`config.mk`:
```
export PLATFORM = sky130hd
export DESIGN_NAME = instruction_fetch
export DESIGN_NICKNAME = d
export VERILOG_FILES = /design/src/rtl/instruction_fetch_pkg.sv /design/src/rtl/instruction_fetch_queue.sv /design/src/rtl/instruction_fetch.sv
export SDC_FILE = /design/constraint.sdc
export NUM_CORES = 1
export LEC_CHECK = 0
export CORE_MARGIN = 2
export CORE_UTILIZATION = 50
export CTS_CLUSTER_DIAMETER = 60
export DETAILED_ROUTE_END_ITERATION = 8
export PLACE_DENSITY = 0.81
export SYNTH_ARGS = -nofsm -noshare
export SYNTH_HDL_FRONTEND = slang
export SYNTH_SLANG_ARGS = --single-unit
```
`constraint.sdc`:
```
create_clock -name clk -period 9.1 [get_ports clk]
set_input_delay 1.82 -clock clk [delete_from_list [all_inputs] [get_ports clk]]
set_output_delay 1.82 -clock clk [all_outputs]
set_load 0.005 [all_outputs]
```
`src/rtl/instruction_fetch_pkg.sv`:
```
// Shared definitions for the instruction fetch slice.
//   INSTR_BYTES      : bytes per instruction word (PC increment)
//   QUEUE_DEPTH      : entries in the fetch queue (fixed)
//   NOP              : canonical no-op encoding (addi x0,x0,0)
//   DEFAULT_RESET_PC : default PC loaded on reset
//   fetch_entry      : {pc, instr} pair carried through the fetch queue
package instruction_fetch_pkg;

  localparam int unsigned INSTR_BYTES      = 4;
  localparam int unsigned QUEUE_DEPTH      = 2;
  localparam logic [31:0] NOP              = 32'h0000_0013;
  localparam logic [31:0] DEFAULT_RESET_PC = 32'h0000_0000;

  typedef struct packed {
    logic [31:0] pc;
    logic [31:0] instr;
  } fetch_entry;

endpackage

```
`src/rtl/instruction_fetch_queue.sv`:
```
// Two-entry synchronous FIFO of fetch_entry with flush.
// Ports:
//   clk, reset  : clock, synchronous active-high reset (zeroes all slots)
//   flush       : empties the queue; wins over push/pop
//   push, push_data : enqueue request and data (ignored when full without pop)
//   pop         : dequeue request (ignored when empty)
//   head        : registered head entry (slot 0)
//   full, empty : occupancy flags
// Handshake: an entry moves when the producer raises push and the queue
// has room (or is popping in the same cycle); the consumer's pop takes the
// head only while empty is low. Both may happen in one cycle.
module instruction_fetch_queue
  import instruction_fetch_pkg::*;
(
  input  logic       clk,
  input  logic       reset,
  input  logic       flush,
  input  logic       push,
  input  fetch_entry push_data,
  input  logic       pop,
  output fetch_entry head,
  output logic       full,
  output logic       empty
);

  fetch_entry slot0;
  fetch_entry slot1;
  logic [1:0] count;
  logic       do_pop;
  logic       do_push;

  assign empty   = (count == 2'd0);
  assign full    = (count == 2'(QUEUE_DEPTH));
  assign do_pop  = pop & ~empty;
  assign do_push = push & (~full | do_pop);
  assign head    = slot0;

  always_ff @(posedge clk) begin
    if (reset) begin
      slot0 <= '0;
      slot1 <= '0;
      count <= 2'd0;
    end else if (flush) begin
      count <= 2'd0;
    end else begin
      case ({do_push, do_pop})
        2'b10: begin
          if (count == 2'd0) slot0 <= push_data;
          else               slot1 <= push_data;
          count <= count + 2'd1;
        end
        2'b01: begin
          slot0 <= slot1;
          count <= count - 2'd1;
        end
        2'b11: begin
          // Count is unchanged; with one entry the new word becomes the head,
          // with two the second slot advances and the new word takes the tail.
          if (count == 2'd1) begin
            slot0 <= push_data;
          end else begin
            slot0 <= slot1;
            slot1 <= push_data;
          end
        end
        default: ;
      endcase
    end
  end

endmodule

```
`src/rtl/instruction_fetch.sv`:
```
// Instruction fetch unit: holds the PC, drives the instruction memory read
// port, captures the same-cycle instruction word into a 2-entry queue and
// presents {pc, instr} to decode.
// Ports:
//   clk, reset          : clock, synchronous active-high reset
//   read_addr           : byte address to instruction memory (= PC)
//   instruction         : combinational memory data for read_addr
//   fetch_en            : allow a new fetch this cycle
//   redirect_valid/_pc  : taken branch/jump; flushes queue and reloads PC
//   out_valid/out_ready : decode handshake; transfer when both high
//   out_instr, out_pc   : queue head entry
module instruction_fetch
  import instruction_fetch_pkg::*;
#(
  parameter logic [31:0] RESET_PC = DEFAULT_RESET_PC
) (
  input  logic        clk,
  input  logic        reset,
  output logic [31:0] read_addr,
  input  logic [31:0] instruction,
  input  logic        fetch_en,
  input  logic        redirect_valid,
  input  logic [31:0] redirect_pc,
  output logic        out_valid,
  input  logic        out_ready,
  output logic [31:0] out_instr,
  output logic [31:0] out_pc
);

  logic [31:0] pc;
  logic        pop;
  logic        push;
  logic        q_full;
  logic        q_empty;
  fetch_entry  q_head;
  fetch_entry  new_entry;

  assign read_addr = pc;
  assign out_valid = ~q_empty;
  assign out_instr = q_head.instr;
  assign out_pc    = q_head.pc;

  assign pop       = out_valid & out_ready;
  // Redirect suppresses the push: the word at the old PC is on the wrong path.
  assign push      = fetch_en & ~redirect_valid & (~q_full | pop);
  assign new_entry = '{pc: pc, instr: instruction};

  always_ff @(posedge clk) begin
    if (reset) begin
      pc <= RESET_PC;
    end else if (redirect_valid) begin
      pc <= redirect_pc & ~32'h0000_0003;
    end else if (push) begin
      pc <= pc + 32'(INSTR_BYTES);
    end
  end

  instruction_fetch_queue u_queue (
    .clk       (clk),
    .reset     (reset),
    .flush     (redirect_valid),
    .push      (push),
    .push_data (new_entry),
    .pop       (pop),
    .head      (q_head),
    .full      (q_full),
    .empty     (q_empty)
  );

endmodule

```
After elaboration in Yosys (flattened, before gate mapping)
Cells that the tools add are included.
{"block": "word_totals", "elab_cells": 45, "output_inout_bits": 97, "ff_bits": 162, "input_bits": 69}
{"block": "op_classes", "reduce_logical": 8, "add_sub_neg": 3, "muxes": 9, "bitwise": 10, "n_eq_ne": 8}
{"cell": "2-to-1 mux 64 bit", "n": 4}
{"cell": "case mux 64 bit (3 select lines)", "n": 1}
{"cell": "case mux 64 bit (2 select lines)", "n": 1}
{"cell": "2-to-1 mux 32 bit", "n": 2}
{"cell": "adder 32 x 3 -> 32 bit, second input constant", "n": 1}
{"cell": "equality test 2 bit, second input constant", "n": 3}
{"cell": "nonzero test 2 bit", "n": 3}
{"cell": "AND 1 bit", "n": 5}
{"cell": "equality test 2 x 1 -> 1 bit, second input constant", "n": 2}
{"cell": "inequality test 2 bit, second input constant", "n": 2}
{"cell": "case mux 2 bit (2 select lines)", "n": 1}
{"cell": "AND reduction 4 bit", "n": 1}
{"cell": "NOT 1 bit", "n": 3}
{"cell": "AND reduction 3 bit", "n": 1}
{"cell": "nonzero test 3 bit", "n": 1}
{"cell": "adder 2 x 1 -> 2 bit, second input constant", "n": 1}
{"cell": "zero test 2 bit", "n": 1}
{"cell": "inequality test 2 x 1 -> 1 bit, second input constant", "n": 1}
{"cell": "OR 1 bit", "n": 2}
{"cell": "OR reduction 2 bit", "n": 1}
{"cell": "subtractor 2 x 1 -> 2 bit, second input constant", "n": 1}

Depth between registers and ports, before layout
{"block": "logic_depth", "depth_word": 9, "mapped_depth": 13, "ltp_nobuf": 10}

Modules after synthesis
Synthesis repeated with hierarchy kept, for this count alone.
{"block": "unflattened", "cells_unflattened": 907, "area_unflattened_um2": 7104.3}
{"mod": "instruction_fetch_queue", "area_per_inst_um2": 5158.7, "n_inst": 1, "seq_area_each_um2": 2602.5, "cells_each": 658}
{"mod": "instruction_fetch", "area_per_inst_um2": 1945.6, "n_inst": 1, "seq_area_each_um2": 600.6, "cells_each": 249}

Least setup slack after synthesis
No wires, ideal clock.
{"block": "synth_timing", "kind": "input port to flip-flop", "from": "input out_ready", "to": "register u_queue.slot0, in the netlist u_queue.head[10]", "t_required_ns": 9.022, "path_buffers": 3, "cell_stages": 11, "t_arrival_ns": 3.921, "slack_ns": 5.101, "setup_ns": 0.078, "cell_sequence": "nand2b_1 > clkbuf_1 > a21boi_0 > and2_1 > ha_1 > nor2b_1 > o21a_1 > clkbuf_1 > clkbuf_1 > a221oi_1 > nor3_1"}
{"block": "synth_via", "elab_chain_len": 7, "elab_cells_between_ends": 13, "cone_classes": "eq/ne (4); mux (1); bitwise (6); reduce/logical (2)"}
{"item": "start, declared", "line_no": "instruction_fetch.sv:25", "rtl": "input logic out_ready,"}
{"item": "AND 1 bit (*)", "line_no": "instruction_fetch.sv:43", "rtl": "assign pop = out_valid & out_ready;"}
{"item": "OR 1 bit or AND 1 bit (tied branches)", "line_no": "instruction_fetch.sv:45, instruction_fetch_queue.sv:34"}
{"item": "AND 1 bit or OR 1 bit (tied branches)", "line_no": "instruction_fetch.sv:45, instruction_fetch_queue.sv:35"}
{"item": "AND 1 bit", "line_no": "instruction_fetch_queue.sv:35", "rtl": "assign do_push = push & (~full | do_pop);"}
{"item": "equality test 2 bit or equality test 2 x 1 -> 1 bit (tied branches)", "line_no": "instruction_fetch_queue.sv:46", "rtl": "case ({do_push, do_pop})"}
{"item": "inequality test 2 x 1 -> 1 bit (no line) or nonzero test 3 bit (tied branches)"}
{"item": "AND reduction 3 bit (no line)"}
{"item": "end signal, assigned", "line_no": "instruction_fetch_queue.sv:48", "rtl": "if (count == 2'd0) slot0 <= push_data;"}
{"item": "end signal, assigned", "line_no": "instruction_fetch_queue.sv:53", "rtl": "slot0 <= slot1;"}
{"item": "end signal, assigned", "line_no": "instruction_fetch_queue.sv:60", "rtl": "slot0 <= push_data;"}
{"item": "end, declared", "line_no": "instruction_fetch_queue.sv:26", "rtl": "fetch_entry slot0;"}
Mark *: on every way between the ends. The rest lies on a longest branch, timed or not.
A chain may end at the register's enable or synchronous reset.

Worst setup path in the final report
{"block": "layout_timing", "from": "input out_ready", "to": "register u_queue.slot0, in the netlist u_queue.head[2]"}
The elaborated chain is that of the path after synthesis.

==> impl_metrics.py <==
metrics = {
    "yosys": {
        "synthCells": 836,
        "ys.warnings.count": 0,
        "synth_area_um2": 6750,
        "synth.avg_cell_area_um2": 8.07,
        "synth.distinct_cells": 50,
        "yosys_register_bits": 156,
        "ys.flop_type": "dfxtp_1",
        "synth_edf_count": 0,
        "async_reset_ff_share_pct": 0,
        "yosysSeqAreaShare_pct": 46.3,
    },
    "detailed_routing": {
        "wl_per_cell_um": 16.4,
        "drtPass1Iterations": 5,
        "wl_um": 18700,
        "drc": 0,
        "via_per_inst": 5.85,
        "initialDrtViolationCount": 581,
        "num_vias": 6647,
        "ant_nets": 0,
    },
    "layout": {
        "drive_gt1_share_pct": 5.10,
        "antenna_cells": 0,
        "design_area_um2": 8930,
        "multiInputGateArea_um2": 3280,
        "mostFrequentLayoutCell": "clkdlybuf4s50_1",
        "final.fill_count": 1141,
        "final-seq-area_um2": 3120,
        "syn2layout_area_growth_pct": 32.3,
        "layout.cells.most_common_list": "clkdlybuf4s50_1, dfxtp_1, nand2_1",
        "nets": 1024,
        "finalNonFillerCells": 1136,
    },
    "clocking": {
        "cts_hold_buf": 0,
        "clkTransAtPathRegs_ps": 60,
        "cts_tree": "yes",
        "ctsResizeCount": 0,
        "cts_buffers": 17,
        "cts.sinks": 156,
        "post_cts_buffers": 0,
        "clock_latency_ps": 420,
        "cts-htree-levels": 4,
        "clock_path_buffers": 2,
        "cts_root_buf": "clkbuf_16",
    },
    "die": {
        "fp-row-count": 42,
        "die_y_um": 120,
        "fp.dieW_um": 120,
        "die_area_um2": 14400,
        "pin_count": 166,
        "coreArea_um2": 13200,
        "initial_core_util_pct": 51.2,
    },
    "placement": {
        "place.detailed.hpwl_um": 11300,
        "dp_slack_ps": 3860,
        "portBuffers": 159,
        "gp_congestion": 0.824,
        "placed_area_um2": 8340,
        "placed_cells": 1105,
    },
    "timing": {
        "setup_viol": 0,
        "finalHoldViolations": 0,
        "drv_slew": 0,
        "fmax_mhz": 208,
        "period_share_pct": 52.9,
        "max_slew_margin_pct": 32.7,
        "setup_slack_ps": 4290,
        "setup_tns_ps": 0,
        "fin_worst_skew_ps": 5.78,
        "min_period_ps": 4810,
        "rsz0062_at_grt": "no",
        "worst_pin_slew_ps": 1010,
    },
    "worst_hold_path": {
        "hold_path.class": "register to register",
    },
    "global_routing": {
        "gr-usage-all-layers_pct": 26.1,
        "antenna_found_initial": 0,
        "grt_pass1_vias": 6018,
        "grt_pass1_wl_um": 30400,
        "grt-ovfl-total": 0,
        "grt_max_degree": 100,
    },
    "pwr": {
        "combPwrFrac_pct": 15.1,
        "seq_power_share_pct": 44.6,
        "p_switching_mw": 0.430,
        "ir_drop_v": 0.000198,
        "p_clk_share_pct": 40.3,
        "p_per_area_nw_per_um2": 193,
        "p_int_mw": 1.29,
        "sw_frac_of_total_pct": 25.0,
        "fin_total_pwr_mw": 1.72,
        "p_leak_nw": 3.04,
    },
    "critical_path": {
        "crit_path_end_kind": "register",
        "crit_type": "input port to register",
        "cp.required_ps": 9430,
        "cp_max_fo": 40,
        "crit_arrival_ps": 5140,
        "cp-start-kind": "input port",
    },
    "outcome": {
        "outcome": "finished clean",
    },
    "flow_run": {
        "cap_violations": 0,
    },
}
[power groups by stage]
| stage | Sequential, mW | Combinational [mW] | Clock [mW] |
|---|---|---|---|
| 3_3_place_gp | 0.781 | 0.256 | 0 |
| 2_1_floorplan | 0.776 | 0.127 | 0 |
| 4_1_cts | 0.768 | 0.262 | 0.705 |
| 5_1_grt | 0.775 | 0.286 | 0.732 |
| 6_report | 0.768 | 0.260 | 0.694 |
| 3_5_place_dp | 0.782 | 0.259 | 0 |
[through the flow]
stage | hold slack (ps) | utilization, %
4_1_cts | 454 | 67.7
5_1_grt | 466 | 67.7
3_5_place_dp | 446 | 63.3
6_report | 454 | 67.7
2_1_floorplan | 436 | -
3_3_place_gp | 441 | 63.3
[worst max-delay path, stage by stage]
cell and delay (ps):
clkdlybuf4s50_1 490, nand2b_1 340, a21boi_0 580, and2_1 250, ha_1 220, nand2_1 120
nand2_2 420, buf_4 500, a221oi_1 160, nor3_1 190
[state kept, by name, summed over array words and instances, names as in the netlist]
signal	cells
read_addr	30
u_queue.count	2
u_queue.head	62
u_queue.slot1	62
[path summary, 6_finish.rpt]
path                  endpoint               from  slack (ps)  cells past startpoint
max reg2reg    u_queue.head[2]   u_queue.count[0]        5360                     11
min reg2reg  u_queue.slot1[40]  u_queue.slot1[40]         450                      2
max            u_queue.head[2]          out_ready        4290                     10
min          u_queue.slot1[40]  u_queue.slot1[40]         450                      2
[final cells by class]
cell class	count	area share, %
multi-input combinational	588	36.7
clock inverter	5	0.617
timing repair buffer	168	18.6
inverter	17	0.715
sequential	156	35.0
clock buffer	26	5.93
tap	176	2.47
[cell families after synthesis]
logic type               count (synthesis)  share of synthesized area, %
flip-flops                             156                          46.3
multiplexers                             1                         0.148
adder cells (fa/ha/maj)                  7                          1.30
AO/OA/AOI/OAI                          197                          20.8
AND/OR/NAND/NOR                        370                          24.7
XOR/XNOR                                 9                          1.17
other                                    1                        0.0556
buffers and inverters                   95                          5.54
[synth_stat cells (2+ instances only)]
cell	n	share of area [%]
dfxtp_1	156	46
nand2_1	142	7.9
nor2_1	92	5.1
a21oi_1	70	5.2
clkbuf_1	70	3.9
nor3_1	67	5.0
a221oi_1	64	8.3
inv_1	16	0.89
nand3_1	16	1.2
a211oi_1	13	1.4
a311oi_1	12	1.6
nand4_1	11	1.0
o21ai_0	8	0.59
ha_1	7	1.3
nor3b_1	6	0.67
nor4_1	6	0.56
or4_1	6	0.67
a2111oi_0	5	0.65
and3_1	5	0.46
o31ai_1	5	0.56
xnor2_1	5	0.65
and4_1	4	0.52
buf_4	4	0.44
or3_1	4	0.37
xor2_1	4	0.52
a21o_1	3	0.33
a31oi_1	3	0.28
nor2b_1	3	0.28
o211ai_1	3	0.33
a31o_2	2	0.26
buf_1	2	0.11
buf_2	2	0.15
nand3_2	2	0.30
o41ai_1	2	0.26
[per-layer routing]
metal	share of wire (%)	up-vias	global-route usage [%]
met5	0	-	0
met4	1.6	0	9.63
met3	7.3	22	6.13
met2	48	248	41.5
met1	43	3129	34.6
li1	-	3248	-
Note: power is estimated with default switching activity, not from simulation.
